==> config.mk <==
export PLATFORM = sky130hd
export DESIGN_NAME = pwm_led_chaser
export DESIGN_NICKNAME = d
export VERILOG_FILES = /design/src/rtl/pwm_led_chaser_pkg.sv /design/src/rtl/pwm_tick_gen.sv /design/src/rtl/pwm_led_chaser.sv
export SDC_FILE = /design/constraint.sdc
export NUM_CORES = 1
export LEC_CHECK = 0
export BUFFER_PORTS_ARGS = -buffer_cell sky130_fd_sc_hd__buf_2
export CAP_MARGIN = 10
export CORE_UTILIZATION = 45
export DETAILED_ROUTE_END_ITERATION = 7
export SLEW_MARGIN = 15
export SYNTH_ARGS = -nofsm -noshare
export SYNTH_HDL_FRONTEND = slang
export SYNTH_SLANG_ARGS = --single-unit
==> constraint.sdc <==
create_clock -name clk -period 3.5 [get_ports clk]
set_input_delay 0.35 -clock clk [delete_from_list [all_inputs] [get_ports clk]]
set_output_delay 0.35 -clock clk [all_outputs]
set_load 0.02 [all_outputs]
==> src/rtl/pwm_led_chaser_pkg.sv <==
// Shared types and helpers for the PWM LED chaser: operating modes and the
// power-on brightness ramp.
package pwm_led_chaser_pkg;

   typedef enum logic [1:0] {
      MODE_ROTATE = 2'b00,
      MODE_HOLD   = 2'b01,
      MODE_BOUNCE = 2'b10,
      MODE_RSVD   = 2'b11
   } mode_t;

   // Floor of i*period/n gives an evenly spaced gradient starting dark at channel 0.
   function automatic int ramp_init(input int i, input int n, input int period);
      return (i * period) / n;
   endfunction

endpackage

==> src/rtl/pwm_tick_gen.sv <==
// Free-running PWM phase counter plus the gated step counter that paces the
// chaser; tick is high on the last count of each step interval while enabled.
module pwm_tick_gen #(
   parameter int PWM_PERIOD = 100,
   parameter int STEP_TICKS = 25_000_000,
   parameter int DW         = $clog2(PWM_PERIOD + 1),
   parameter int SW         = $clog2(STEP_TICKS)
) (
   input  logic          clk,
   input  logic          rst,
   input  logic          en,
   input  logic          load,
   output logic [DW-1:0] pcnt,
   output logic          tick
);

   logic [SW-1:0] scnt;

   assign tick = en && (scnt == SW'(STEP_TICKS - 1));

   always_ff @(posedge clk or posedge rst) begin
      if (rst)
         pcnt <= '0;
      else if (pcnt == DW'(PWM_PERIOD - 1))
         pcnt <= '0;
      else
         pcnt <= pcnt + DW'(1);
   end

   // load restarts the step interval; a coincident tick still wraps to zero.
   always_ff @(posedge clk or posedge rst) begin
      if (rst)
         scnt <= '0;
      else if (load || tick)
         scnt <= '0;
      else if (en)
         scnt <= scnt + SW'(1);
   end

endmodule

==> src/rtl/pwm_led_chaser.sv <==
// Multi-channel PWM LED chaser: per-channel duty registers compared against a
// shared PWM counter, rotated (or bounced) one position per step tick.
module pwm_led_chaser
   import pwm_led_chaser_pkg::*;
#(
   parameter int N_CH       = 10,
   parameter int PWM_PERIOD = 100,
   parameter int STEP_TICKS = 25_000_000,
   parameter int MON_CH     = N_CH / 2,
   localparam int DW        = $clog2(PWM_PERIOD + 1)
) (
   input  logic            clk,
   input  logic            rst,
   input  logic            en,
   input  logic            dir,
   input  logic [1:0]      mode,
   input  logic            load,
   output logic [N_CH-1:0] led,
   output logic [DW-1:0]   duty_mon,
   output logic            step_pulse
);

   localparam int BW = $clog2(N_CH);

   logic [DW-1:0] duty     [N_CH];
   logic [DW-1:0] shift_lo [N_CH];
   logic [DW-1:0] shift_hi [N_CH];
   logic [DW-1:0] pcnt;
   logic [BW-1:0] bpos;
   logic          bdir;
   logic          tick;
   logic          step;
   mode_t         cur_mode;

   pwm_tick_gen #(
      .PWM_PERIOD(PWM_PERIOD),
      .STEP_TICKS(STEP_TICKS),
      .DW        (DW)
   ) u_tick (
      .clk (clk),
      .rst (rst),
      .en  (en),
      .load(load),
      .pcnt(pcnt),
      .tick(tick)
   );

   assign cur_mode = mode_t'(mode);
   assign step     = tick && !load;
   assign duty_mon = duty[MON_CH];

   // shift_lo moves values toward lower indices, shift_hi toward higher ones.
   always_comb begin
      for (int i = 0; i < N_CH; i++) begin
         shift_lo[i] = duty[(i + 1) % N_CH];
         shift_hi[i] = duty[(i + N_CH - 1) % N_CH];
      end
   end

   always_ff @(posedge clk or posedge rst) begin
      if (rst) begin
         for (int i = 0; i < N_CH; i++)
            duty[i] <= DW'(ramp_init(i, N_CH, PWM_PERIOD));
         bpos       <= '0;
         bdir       <= 1'b0;
         step_pulse <= 1'b0;
      end else if (load) begin
         for (int i = 0; i < N_CH; i++)
            duty[i] <= DW'(ramp_init(i, N_CH, PWM_PERIOD));
         bpos       <= '0;
         bdir       <= dir;
         step_pulse <= 1'b0;
      end else begin
         step_pulse <= step;
         if (cur_mode != MODE_BOUNCE) begin
            // Outside bounce the bounce state tracks dir so entry starts that way.
            bdir <= dir;
            bpos <= '0;
            if (step && cur_mode == MODE_ROTATE) begin
               if (dir)
                  duty <= shift_lo;
               else
                  duty <= shift_hi;
            end
         end else if (step) begin
            if (bdir)
               duty <= shift_lo;
            else
               duty <= shift_hi;
            if (bpos == BW'(N_CH - 2)) begin
               bpos <= '0;
               bdir <= ~bdir;
            end else begin
               bpos <= bpos + BW'(1);
            end
         end
      end
   end

   always_ff @(posedge clk or posedge rst) begin
      if (rst)
         led <= '0;
      else
         for (int i = 0; i < N_CH; i++)
            led[i] <= (pcnt < duty[i]);
   end

endmodule

==> impl_results.md <==
* Clock Skews at ~0.012 ns
* Warnings from Yosys at 0
* Clock Tree Buf Depth at 2
* Worst reg2reg startpoint: u_tick.scnt[0]
* Final wirelength at 16.3 mm
* CP arrival at 2.73 ns
* Initial antenna violation count at 0
* Final Hold Fails at 0
* Violation count after the first detailed-routing iteration at between 300 and 400
* Master of the slowest instance on the critical path: sky130_fd_sc_hd__or3_4
* TritonCTS clock tree: yes
* Design Power at 3.22 mW
* Slew Viols, Final at 0
* Overall die height at 129 um
* TritonCTS Buffers at 17
* Largest voltage drop on the vdd net at approximately 320 uV
* Maximum fanout encountered on the critical timing path at between 60 and 70
* Number of placed I/O pins at 25
* Number of cell instances on the worst register-to-register path at 7
* Number of distinct standard cells referenced by the synthesized netlist at 39
* RD Place Congestion at ~0.8
* Worst Hold Class: in -> async
* Hold buffers post-CTS at 0
* Area of the die at between 15,000 and 20,000 um2
* Cell type group with the largest total delay on the critical path: simple AND/OR/NAND/NOR gates
* Number of cells produced by synthesis at between 700 and 800
* Most common cell after layout, fill and taps aside: sky130_fd_sc_hd__nor2_1
* Register-to-register setup slack at 1.02 ns
* Largest net degree at the start of global routing at 95
* PD cells at roughly 400 nW/um2
* Number of search-and-repair iterations in the first detailed-routing pass at 7
* Layout area overhead at 11.4%
* CP Buf/Inv Count at 1
* Initial Util at 46.7%
* Core area at approximately 15,000 um2
* Via Count at between 5,000 and 6,000
* CP Capture Type: flop
* Min cycle time layout at 2.48 ns
* HPWL after DPL at 10.7 mm
* Worst setup path class: reg -> reg
* # resized after CTS at 0
* Number of nets in the layout at approximately 800
* Netlist area before placement at between 7000 and 8000 um2
* Synthesized net count at between 800 and 900
* First-pass GRT wire length at roughly 27 mm
* Number of fill cells at roughly 1,400
* Post-route core utilization at 52.1%
* Clock latency at the later pin of the worst-skew pair at around 0.42 ns
* Fraction of the cycle the final worst path needs at between 70% and 80%
* Mean routed wirelength per cell at roughly 17 um
* Data required time at the worst endpoint at between 3 and 4 ns
* Post-CTS Setup Repair Bufs at 0
* Worst Tran Pin Value at 0.933 ns
* Number of vias per cell after detailed routing at between 5 and 6
* Fraction of the yosys area taken by sequential cells at around 41%
* Type of origin of the critical path: flop
* Clock transition at the registers of the reported paths at 0.06 ns
* Headroom to the max-slew limit at 37.3%
* Via count of the first global-routing pass at between 5,000 and 6,000
* Register bit total from synthesis at approximately 120
* # setup viols final at 0
* Cell-by-cell listing of the critical path: ha_1, and3_1, nand4_1, or3_4, buf_16, a211oi_1, a211oi_1
* Clk Tree Root Cell: sky130_fd_sc_hd__clkbuf_16
* Post-detailed-route DRC marker count at 0
* Number of levels in the clock H-tree at 4
* P_leak at roughly 3.7 nW
* Maximum frequency from static timing analysis at 404 MHz
* Total negative setup slack at 0 ns
* Endpoint of the worst register-to-register path: duty[67]
* # rows at 45
* Share of layout cells above drive strength 1 at 16.1%
* RSZ-0062 raised after global routing: false
* DIE WIDTH at approximately 130 um
* Worst hold slack across all endpoints at 0.114 ns
* CTS sink count at 118
* Commonest cells after routing, fill and taps aside: sky130_fd_sc_hd__nor2_1 (140), sky130_fd_sc_hd__dfrtp_1 (92), sky130_fd_sc_hd__a211oi_1 (88), sky130_fd_sc_hd__ha_1 (64), sky130_fd_sc_hd__inv_1 (63)
* Post-synthesis area per instance at 9.56 um2
* Status: finished clean
* GRT Resource Usage Total at between 20% and 30%
* Crit path largest cell delay at ~0.57 ns
* N_diodes at 0
* Remaining antenna violation count at 0
* Global-route congestion overflow total at 0
* Max-cap violations at 0
* Number of buffers added on ports at 24
* Most Frequent Cell on Critical Path: sky130_fd_sc_hd__a211oi_1
-- report_power, final --
group          switching [mW]  internal [mW]
clock                   0.643           1.06
sequential            0.00326           1.37
combinational           0.105         0.0384
total                   0.751           2.47
-- state kept, by name, summed over array words and instances, names as in the netlist --
signal and cells:
u_tick.pcnt 7, bdir 1, duty_mon 7, step_pulse 1
u_tick.scnt 25, led 10, bpos 4, duty 63
-- layout make-up --
type / count / area (um2) / area share [%]
clock inverters: 13 / 133 / 1.65
multi-input cells: 519 / 3720 / 46.3
clock buffers: 19 / 443 / 5.51
inverters: 64 / 243 / 3.02
flip-flops and latches: 118 / 2990 / 37.2
repair buffers: 32 / 250 / 3.11
well taps: 211 / 264 / 3.29
-- Yosys cell counts, drive strengths merged --
library cell  instances  area (um2)
a21o                 10        75.1
nand2b               12        75.1
o21bai               26         195
clkbuf               31         116
nor4bb                1        10.0
dfstp                26         683
o31ai                 1        7.51
nor4b                 1        23.8
buf                  22         175
nand3                13        65.1
nand2                11        41.3
nand4                10        68.8
xnor2                 9        78.8
ha                   64         801
nor2                140         526
xor2                 20         175
mux2i                13         130
nor4                  1        6.26
and2                  1        6.26
a21oi                13        65.1
dfrtp                92        2300
o21ai                23         115
or3                   3        18.8
and4                  2        17.5
nor3                  5        30.0
or2                   3        18.8
a211oi              114         986
or4                   1        7.51
inv                  64         240
a31oi                 2        12.5
and3                 10        62.6
o21a                 10        75.1
-- cells by family after synthesis --
kind of cell,Yosys count,synth area share (%)
mux,13,1.80
flops,118,41.4
xor+xnor,29,3.52
buf+inv,117,7.37
compound gates,199,21.2
simple gates,214,13.6
fa+ha+maj,64,11.1
-- metrics by stage --
stage	std cells	worst slack (ns)	area (um2)
3_5_place_dp	943	0.968	7430
3_3_place_gp	943	1.07	7430
4_1_cts	975	0.947	8010
5_1_grt	976	0.802	8040
6_report	976	1.02	8040
2_1_floorplan	754	0.0639	7210
-- layer usage --
metal  track usage (%)  up-vias  part of all wire (%)
li1                  -     2641                     -
met1              29.0     2602                    48
met2              33.5       76                    48
met3              4.57       17                   2.9
met4              7.34        0                   1.1
met5                 0        -                     0
-- how the worst max path moves through the flow --
| stage | start | end | slack (ns) | depth (start not counted) |
|---|---|---|---|---|
| 2_1_floorplan | rst | bdir | 0.06 | 1 |
| 3_3_place_gp | u_tick.scnt[17] | duty[27] | 1.07 | 5 |
| 3_5_place_dp | u_tick.scnt[0] | duty_mon[2] | 0.97 | 6 |
| 4_1_cts | u_tick.scnt[0] | duty[17] | 0.95 | 6 |
| 5_1_grt | u_tick.scnt[0] | u_tick.scnt[2] | 0.80 | 6 |
| 6_report | u_tick.scnt[0] | duty[67] | 1.02 | 7 |
Power figures use the tool's default switching activity.
